==> src/rtl/ceu_a_feeder.sv <==
// rtl/ceu_a_feeder.sv - operand fetch, settle/accept and write-back controller for one CEU_a
//
// Reads the 11 CEU_a operands from the shared covariance/noise memory and
// holds them on registered buses. It then accepts the first CEU valid that
// arrives once the settle window has passed and writes the result back.
//
// Ports:
//   clk, rst                  clock, synchronous active-high reset
//   start                     one-cycle request, honoured only when idle
//   busy, done, error         status; done/error are one-cycle pulses
//   rd_en, rd_addr, rd_data   memory read port (data one cycle after rd_en)
//   op_*                      operand buses to CEU_a, ops_valid when stable
//   ceu_result, ceu_valid     CEU_a a_out / valid_out
//   wr_en, wr_addr, wr_data   memory write port (result write-back)
//   result_out                last accepted result
//   perf_latency, perf_timeouts  only when CEU_FEED_PERF_EN is defined
//
// Optional feature macro: CEU_FEED_PERF_EN
module ceu_a_feeder #(
    parameter int DBL_WIDTH      = 64,
    parameter int ADDR_W         = 8,
    parameter int SETTLE_CYCLES  = 40,
    parameter int TIMEOUT_CYCLES = 512,
    parameter int RES_ADDR       = 0
) (
    input  logic                 clk,
    input  logic                 rst,
    input  logic                 start,
    output logic                 busy,
    output logic                 done,
    output logic                 error,
    output logic                 rd_en,
    output logic [ADDR_W-1:0]    rd_addr,
    input  logic [DBL_WIDTH-1:0] rd_data,
    output logic [DBL_WIDTH-1:0] op_theta_4_1,
    output logic [DBL_WIDTH-1:0] op_theta_7_1,
    output logic [DBL_WIDTH-1:0] op_theta_4_4,
    output logic [DBL_WIDTH-1:0] op_theta_10_1,
    output logic [DBL_WIDTH-1:0] op_theta_7_4,
    output logic [DBL_WIDTH-1:0] op_theta_10_4,
    output logic [DBL_WIDTH-1:0] op_theta_7_7,
    output logic [DBL_WIDTH-1:0] op_theta_10_7,
    output logic [DBL_WIDTH-1:0] op_theta_10_10,
    output logic [DBL_WIDTH-1:0] op_q_1_1,
    output logic [DBL_WIDTH-1:0] op_r_1_1,
    output logic                 ops_valid,
    input  logic [DBL_WIDTH-1:0] ceu_result,
    input  logic                 ceu_valid,
    output logic                 wr_en,
    output logic [ADDR_W-1:0]    wr_addr,
    output logic [DBL_WIDTH-1:0] wr_data,
    output logic [DBL_WIDTH-1:0] result_out
`ifdef CEU_FEED_PERF_EN
    ,
    output logic [15:0]          perf_latency,
    output logic [7:0]           perf_timeouts
`endif
);

    localparam int HC_W = $clog2(TIMEOUT_CYCLES) + 1;
    localparam logic [HC_W-1:0] SETTLE_HC    = HC_W'(SETTLE_CYCLES);
    localparam logic [HC_W-1:0] TIMEOUT_LAST = HC_W'(TIMEOUT_CYCLES - 1);
    localparam logic [3:0]      LAST_IDX     = 4'd10;

    typedef enum logic [2:0] {
        S_IDLE,
        S_FETCH,
        S_DRAIN,
        S_HOLD,
        S_WB,
        S_ABORT
    } state_t;

    state_t          state;
    logic [3:0]      rd_idx;   // index of the read currently on rd_addr
    logic [3:0]      cap_idx;  // rd_idx delayed to line up with rd_data
    logic            cap_vld;
    logic [HC_W-1:0] hold_cnt;
    logic            accept;
    logic            expire;

    // Theta_i_j lives at (i-1)*12 + (j-1); Q_1_1 and R_1_1 follow at 144/145.
    function automatic logic [ADDR_W-1:0] op_addr(input logic [3:0] k);
        logic [ADDR_W-1:0] a;
        case (k)
            4'd0:    a = ADDR_W'(36);
            4'd1:    a = ADDR_W'(72);
            4'd2:    a = ADDR_W'(39);
            4'd3:    a = ADDR_W'(108);
            4'd4:    a = ADDR_W'(75);
            4'd5:    a = ADDR_W'(111);
            4'd6:    a = ADDR_W'(78);
            4'd7:    a = ADDR_W'(114);
            4'd8:    a = ADDR_W'(117);
            4'd9:    a = ADDR_W'(144);
            4'd10:   a = ADDR_W'(145);
            default: a = '0;
        endcase
        return a;
    endfunction

    // Acceptance is checked before the timeout so a valid on the last hold
    // cycle still counts.
    assign accept = (state == S_HOLD) && ceu_valid && (hold_cnt >= SETTLE_HC);
    assign expire = (state == S_HOLD) && !accept && (hold_cnt == TIMEOUT_LAST);

    always_ff @(posedge clk) begin
        if (rst) begin
            state          <= S_IDLE;
            rd_idx         <= '0;
            cap_idx        <= '0;
            cap_vld        <= 1'b0;
            hold_cnt       <= '0;
            busy           <= 1'b0;
            done           <= 1'b0;
            error          <= 1'b0;
            rd_en          <= 1'b0;
            rd_addr        <= '0;
            ops_valid      <= 1'b0;
            wr_en          <= 1'b0;
            wr_addr        <= '0;
            wr_data        <= '0;
            result_out     <= '0;
            op_theta_4_1   <= '0;
            op_theta_7_1   <= '0;
            op_theta_4_4   <= '0;
            op_theta_10_1  <= '0;
            op_theta_7_4   <= '0;
            op_theta_10_4  <= '0;
            op_theta_7_7   <= '0;
            op_theta_10_7  <= '0;
            op_theta_10_10 <= '0;
            op_q_1_1       <= '0;
            op_r_1_1       <= '0;
        end else begin
            done    <= 1'b0;
            error   <= 1'b0;
            wr_en   <= 1'b0;
            cap_vld <= rd_en;
            cap_idx <= rd_idx;

            if (cap_vld) begin
                case (cap_idx)
                    4'd0:    op_theta_4_1   <= rd_data;
                    4'd1:    op_theta_7_1   <= rd_data;
                    4'd2:    op_theta_4_4   <= rd_data;
                    4'd3:    op_theta_10_1  <= rd_data;
                    4'd4:    op_theta_7_4   <= rd_data;
                    4'd5:    op_theta_10_4  <= rd_data;
                    4'd6:    op_theta_7_7   <= rd_data;
                    4'd7:    op_theta_10_7  <= rd_data;
                    4'd8:    op_theta_10_10 <= rd_data;
                    4'd9:    op_q_1_1       <= rd_data;
                    4'd10:   op_r_1_1       <= rd_data;
                    default: ;
                endcase
            end

            case (state)
                S_IDLE: begin
                    if (start) begin
                        state   <= S_FETCH;
                        busy    <= 1'b1;
                        rd_en   <= 1'b1;
                        rd_idx  <= '0;
                        rd_addr <= op_addr(4'd0);
                    end
                end
                S_FETCH: begin
                    if (rd_idx == LAST_IDX) begin
                        rd_en   <= 1'b0;
                        rd_addr <= '0;
                        state   <= S_DRAIN;
                    end else begin
                        rd_idx  <= rd_idx + 4'd1;
                        rd_addr <= op_addr(rd_idx + 4'd1);
                    end
                end
                S_DRAIN: begin
                    // R_1_1 lands in this cycle, so the buses are complete next cycle.
                    ops_valid <= 1'b1;
                    hold_cnt  <= '0;
                    state     <= S_HOLD;
                end
                S_HOLD: begin
                    if (accept) begin
                        result_out <= ceu_result;
                        wr_en      <= 1'b1;
                        wr_addr    <= ADDR_W'(RES_ADDR);
                        wr_data    <= ceu_result;
                        done       <= 1'b1;
                        state      <= S_WB;
                    end else if (expire) begin
                        done  <= 1'b1;
                        error <= 1'b1;
                        state <= S_ABORT;
                    end else if (hold_cnt != '1) begin
                        hold_cnt <= hold_cnt + 1'b1;
                    end
                end
                S_WB, S_ABORT: begin
                    state     <= S_IDLE;
                    busy      <= 1'b0;
                    ops_valid <= 1'b0;
                    wr_addr   <= '0;
                    wr_data   <= '0;
                end
                default: state <= S_IDLE;
            endcase
        end
    end

`ifdef CEU_FEED_PERF_EN
    logic [15:0] lat_cnt;

    // lat_cnt equals cycles elapsed since start was taken; the +1 accounts
    // for the done cycle that follows the decision cycle.
    always_ff @(posedge clk) begin
        if (rst) begin
            lat_cnt       <= '0;
            perf_latency  <= '0;
            perf_timeouts <= '0;
        end else begin
            if (state == S_IDLE && start) begin
                lat_cnt <= 16'd1;
            end else if (busy && lat_cnt != 16'hFFFF) begin
                lat_cnt <= lat_cnt + 16'd1;
            end
            if (accept || expire) begin
                perf_latency <= (lat_cnt == 16'hFFFF) ? 16'hFFFF : lat_cnt + 16'd1;
            end
            if (expire && perf_timeouts != 8'hFF) begin
                perf_timeouts <= perf_timeouts + 8'd1;
            end
        end
    end
`endif

endmodule

==> config.mk <==
export PLATFORM = sky130hd
export DESIGN_NAME = ceu_a_feeder
export DESIGN_NICKNAME = d
export VERILOG_FILES = /design/src/rtl/ceu_a_feeder.sv
export SDC_FILE = /design/constraint.sdc
export NUM_CORES = 2
export LEC_CHECK = 0
export CORE_AREA = 2 2 382 384
export CTS_CLUSTER_DIAMETER = 150
export DETAILED_ROUTE_END_ITERATION = 12
export DIE_AREA = 0 0 384 386
export PLACE_DENSITY = 0.47
export SYNTH_ARGS = -nofsm -noshare
export SYNTH_HDL_FRONTEND = slang
export SYNTH_SLANG_ARGS = --single-unit
==> constraint.sdc <==
create_clock -name clk -period 2.14 [get_ports clk]
set_input_delay 0.321 -clock clk [delete_from_list [all_inputs] [get_ports clk]]
set_output_delay 0.321 -clock clk [all_outputs]
set_load 0.005 [all_outputs]
* Yosys cells after proc, flatten, opt, wreduce, memory -nomap -nowiden
Memories as Yosys holds them, arrays and structs flattened. Index checks and enable logic that the tools add are counted.
Cells by class: shift-type cells 0, order comparisons 1, reduce and logical (&&, ||, !) cells 34, eq/ne operators 26, muxes and demuxes 27, $mul 0, $add $sub $neg 2, divide/modulo/power cells 0, bitwise logic cells 1
Operators by type and width (count):
- 64-bit case mux with 2 select lines | 1
- 64-bit two-way mux | 1
- 8-bit case mux with 2 select lines | 2
- 10-bit two-way mux | 3
- 2-bit AND reduction | 15
- 8-bit two-way mux | 3
- 10-bit case mux with 2 select lines | 1
- 4-bit by 3-bit == test with 1-bit output (second input constant) | 4
- 4-bit == test (second input constant) | 4
- 3-bit two-way mux | 4
- 2-bit != test (second input constant) | 6
- 3-bit case mux with 4 select lines | 1
- 10-bit by 1-bit adder with 10-bit output (second input constant) | 1
- 10-bit by 9-bit == test with 1-bit output (second input constant) | 1
- 10-bit by 6-bit >= comparator with 1-bit output (second input constant) | 1
- 10-bit != test (second input constant) | 1
- 2-bit nonzero test | 5
- 3-bit AND reduction | 3
- 4-bit by 2-bit == test with 1-bit output (second input constant) | 2
- 4-bit two-way mux | 2
- 4-bit case mux with 2 select lines | 1
- 3-bit by 2-bit == test with 1-bit output (second input constant) | 2
- 3-bit == test (second input constant) | 2
- 1-bit case mux with 2 select lines | 3
- other kinds (14) | 22
Storage, ports and cells: logic and storage cells 118, memories 1, bits in latches 0, bits in read-only memories 128, register bits 876, bits in writable memories 0
Memory list:
- (name not given) | depth 16, width 8, rd ports 1, clocked after Yosys merged registers in 0, write ports 0, RTL line 85 | case (k)

* Logic depth before layout (Yosys ltp)
word-level depth 9, gate-level depth with buffers 7, depth with buffers taken out 6

* Least setup slack after synthesis
OpenSTA, ideal clock, no wires.
kind register -> register, start point register cap_vld, end point register op_theta_4_1[15], stages on the path, launching flop included 8, arrival time 1635 ps, required time 2008 ps, library setup time 132 ps, setup slack 373 ps, buffers on the path 3, clock period less this slack 1767 ps, cell sequence dfxtp_1 or3b_1 clkbuf_1 or3_1 clkbuf_1 clkbuf_1 nand2_1 a21oi_1
Between the ends: cells in the longest elaborated chain, start to end 1
RTL lines:
- from (decl) | RTL line 77 | logic cap_vld;
- from (signal assigned) | RTL line 139 | cap_vld <= rd_en;
- 2-bit AND reduction (no line)
- to (signal assigned) | RTL line 144 | 4'd0: op_theta_4_1 <= rd_data;
- to (decl) | RTL line 35 | output logic [DBL_WIDTH-1:0] op_theta_4_1,
No other way between the ends. A chain may end at the register's enable or synchronous reset.

* Worst setup path in the final report
start point register op_q_1_1[34], end point output op_q_1_1[34]
RTL lines:
- from (decl) | RTL line 44 | output logic [DBL_WIDTH-1:0] op_q_1_1,
- from (signal assigned) | RTL line 153 | 4'd9: op_q_1_1 <= rd_data;
No word-level cell between the ends.

==> impl_metrics.ini <==
[run_status]
status = complete, no violations

[timing]
finalSetupTns_ns = 0
clock_skew_ns = 0.0472
period_minus_slack_ns = 2.05
max_freq_ghz = 0.489
slew_headroom_pct = 47.8
worstMarginPinSlew_ns = 0.783
hold_viol = 0
period_share_pct = 95.6
rsz0062_at_grt = no
maxSlewViolCount = 0
setup_viol = 0

[hold_path]
hold_path.class = in2reg
holdPathStages = 3

[synth]
synth.distinct_cells = 55
synth_edf_count = 0
async_flop_share_pct = 0
syn_inst = 3841
netlist_area_um2 = 30200
ys_seq_area_share_pct = 57.6
ys_ff_latch = 868
synth_ff_type = dfxtp_1
synth_warnings = 0
yosys.area.top_type = dfxtp_1
avgSynthCellArea_um2 = 7.86
synth_top_area_share_pct = 57.6
ys_top_cells_by_area = dfxtp_1 (58%), nand2_1 (20%), a21oi_1 (14%), clkbuf_1 (3.5%), buf_2 (0.71%)

[grt]
grt_pass1_wl_mm = 208
grt.total_usage_pct = 19.4
grt_overflow = 0
grt_pass1_vias = 27800
antenna_found_initial = 14
grt_max_degree = 127

[setup_path]
cp_cell_sequence = clkdlybuf4s50_1
endpoint_kind = output port
cp.depth = 1
critPathKind = reg2out
slowest_delay_ns = 0.58
reg2regPathDepth = 6
worstPathRequired_ns = 1.82
critPathLaunchType = flip-flop
worst-path-max-fanout = 2
cp_data_arrival_time_ns = 1.73
critPathTopFamily = buffers and inverters
slowest_stage = clkdlybuf4s50_1
timing.critical_path.buf_inv = 1

[drt]
drtIter0Drc = 1737
antenna_left = 0
drc = 0
drt_wl_total_mm = 151
first_pass_iters = 5
wl_per_cell_um = 22.4
via_per_inst = 4.35
vias = 29400

[floorplanning]
dieArea_um2 = 148000
core_um2 = 145000
start_util_pct = 20.9
dieHeight_um = 386
dieWidth_um = 384
ios = 986
rows = 140

[final_layout]
layout-drive-gt1-share_pct = 7.68
fill_cells = 15300
layout_commonest_cell = nand2_1
multiInputGateArea_um2 = 11600
area_growth_pct = 54.3
ff_latch_area_um2 = 17400
final_util_pct = 32.2
nets = 4904
final_cell_mix = nand2_1 (1616), clkdlybuf4s50_1 (970), dfxtp_1 (866)

[clock_tree]
cts_max_path_buffers = 3
cts_setup_buffers = 0
clk_latency_ns = 0.72
path_clk_slew_ns = 0.06
numCtsBuffers = 100
root_buffer = clkbuf_16
cts_tree = yes
htreeDepth = 3
cts_sinks = 868

[pwr]
power_density_nw_per_um2 = 765
vdd_drop_max_uv = 527
p_leak_nw = 15.3

[placement]
gp_congestion = 0.801
dpl.hpwl_mm = 106
portBuffers = 977

[flow_run]
drv_cap = 0
-- report_power, final --
part	switching [mW]	internal, mW	total [mW]
sequential	0.0582	16.2	16.3
combinational	1.04	0.596	1.64
clock	7.40	10.3	17.7
-- what timing repair did --
| item | 4_1_cts | 5_1_grt |
|---|---|---|
| hold endpoints to repair | 12 | 0 |
| resized for setup | 7 | 1 |
| setup endpoints to repair | 7 | 1 |
| hold buffers | 1 | 0 |
-- final timing paths --
| check | slack [ns] | from | end |
|---|---|---|---|
| worst max register to register | 0.15 | hold_cnt[6]$_SDFFE_PP0P_ | wr_data[26]$_SDFFE_PP0P_ |
| worst max-delay path | 0.09 | op_q_1_1[34]$_SDFFE_PP0P_ | op_q_1_1[34] |
| worst min register to register | 0.45 | op_theta_10_1[25]$_SDFFE_PP0P_ | op_theta_10_1[25]$_SDFFE_PP0P_ |
| worst min-delay path | 0.16 | ceu_result[51] | result_out[51]$_SDFFE_PP0P_ |
-- layout make-up --
class                   instances  share of cell area [%]
clock buffers                 150                    6.49
inverters                      10                  0.0806
flip-flops and latches        868                    37.3
diodes                          4                  0.0215
well taps                    1917                    5.15
multi-input cells            2632                    24.9
repair buffers               1152                    25.1
clock inverters                33                   0.897
-- stage by stage --
| step | area [um^2] | std cells | worst slack, ns | hold slack [ns] | power [mW] |
|---|---|---|---|---|---|
| after global placement | 43100 | 6578 | 0.240 | 0.441 | 18.3 |
| after detailed placement | 43100 | 6578 | 0.185 | 0.445 | 18.3 |
| final | 46600 | 6766 | 0.0934 | 0.164 | 35.6 |
| after CTS | 46600 | 6762 | 0.00450 | 0.0645 | 36.2 |
| after global routing | 46600 | 6762 | 0.0217 | 0.111 | 36.9 |
| after floorplan | 30200 | 3848 | 0.373 | 0.448 | 17.2 |
-- kinds of logic after synthesis --
group | Yosys count | share of synthesized area, %
AO/OA/AOI/OAI | 893 | 15.2
AND/OR/NAND/NOR | 1716 | 22.1
flip-flops | 868 | 57.6
multiplexers | 4 | 0.133
adder cells (fa/ha/maj) | 8 | 0.332
buffers and inverters | 348 | 4.62
other | 1 | 0.0124
XOR/XNOR | 3 | 0.0871
-- synthesized netlist by cell type, types with 3 or more instances --
master    instances
o31ai_1           3
nand4_1           4
clkbuf_1        283
o21ai_0          10
a21o_1            3
nor3_2            4
a32oi_1           3
nor2_1           21
buf_1             3
a21oi_1         847
ha_1              8
nor2b_1           6
nand4b_1          3
buf_2            43
or3_1             4
and3b_1           5
inv_1             9
and3_1            4
nand3_1          16
o211ai_1          8
nand2_1        1622
nand2b_1          5
nand3b_1          4
mux2i_1           4
dfxtp_1         868
a31oi_1           3
nor3_1            5
buf_4             9
-- per-layer routing --
layer,vias up,GRT usage [%],wire length [um]
met4,6,7.25,5130
met5,-,0,44
met3,226,6.23,13300
met2,1080,32.4,71900
li1,14200,-,-
met1,13900,23.1,60800
-- worst min-delay path, stage by stage --
cell and delay [ns]:
clkdlybuf4s50_1 0.40, nand2_1 0.07, a21oi_1 0.05
(Power assumes the default switching activity.)
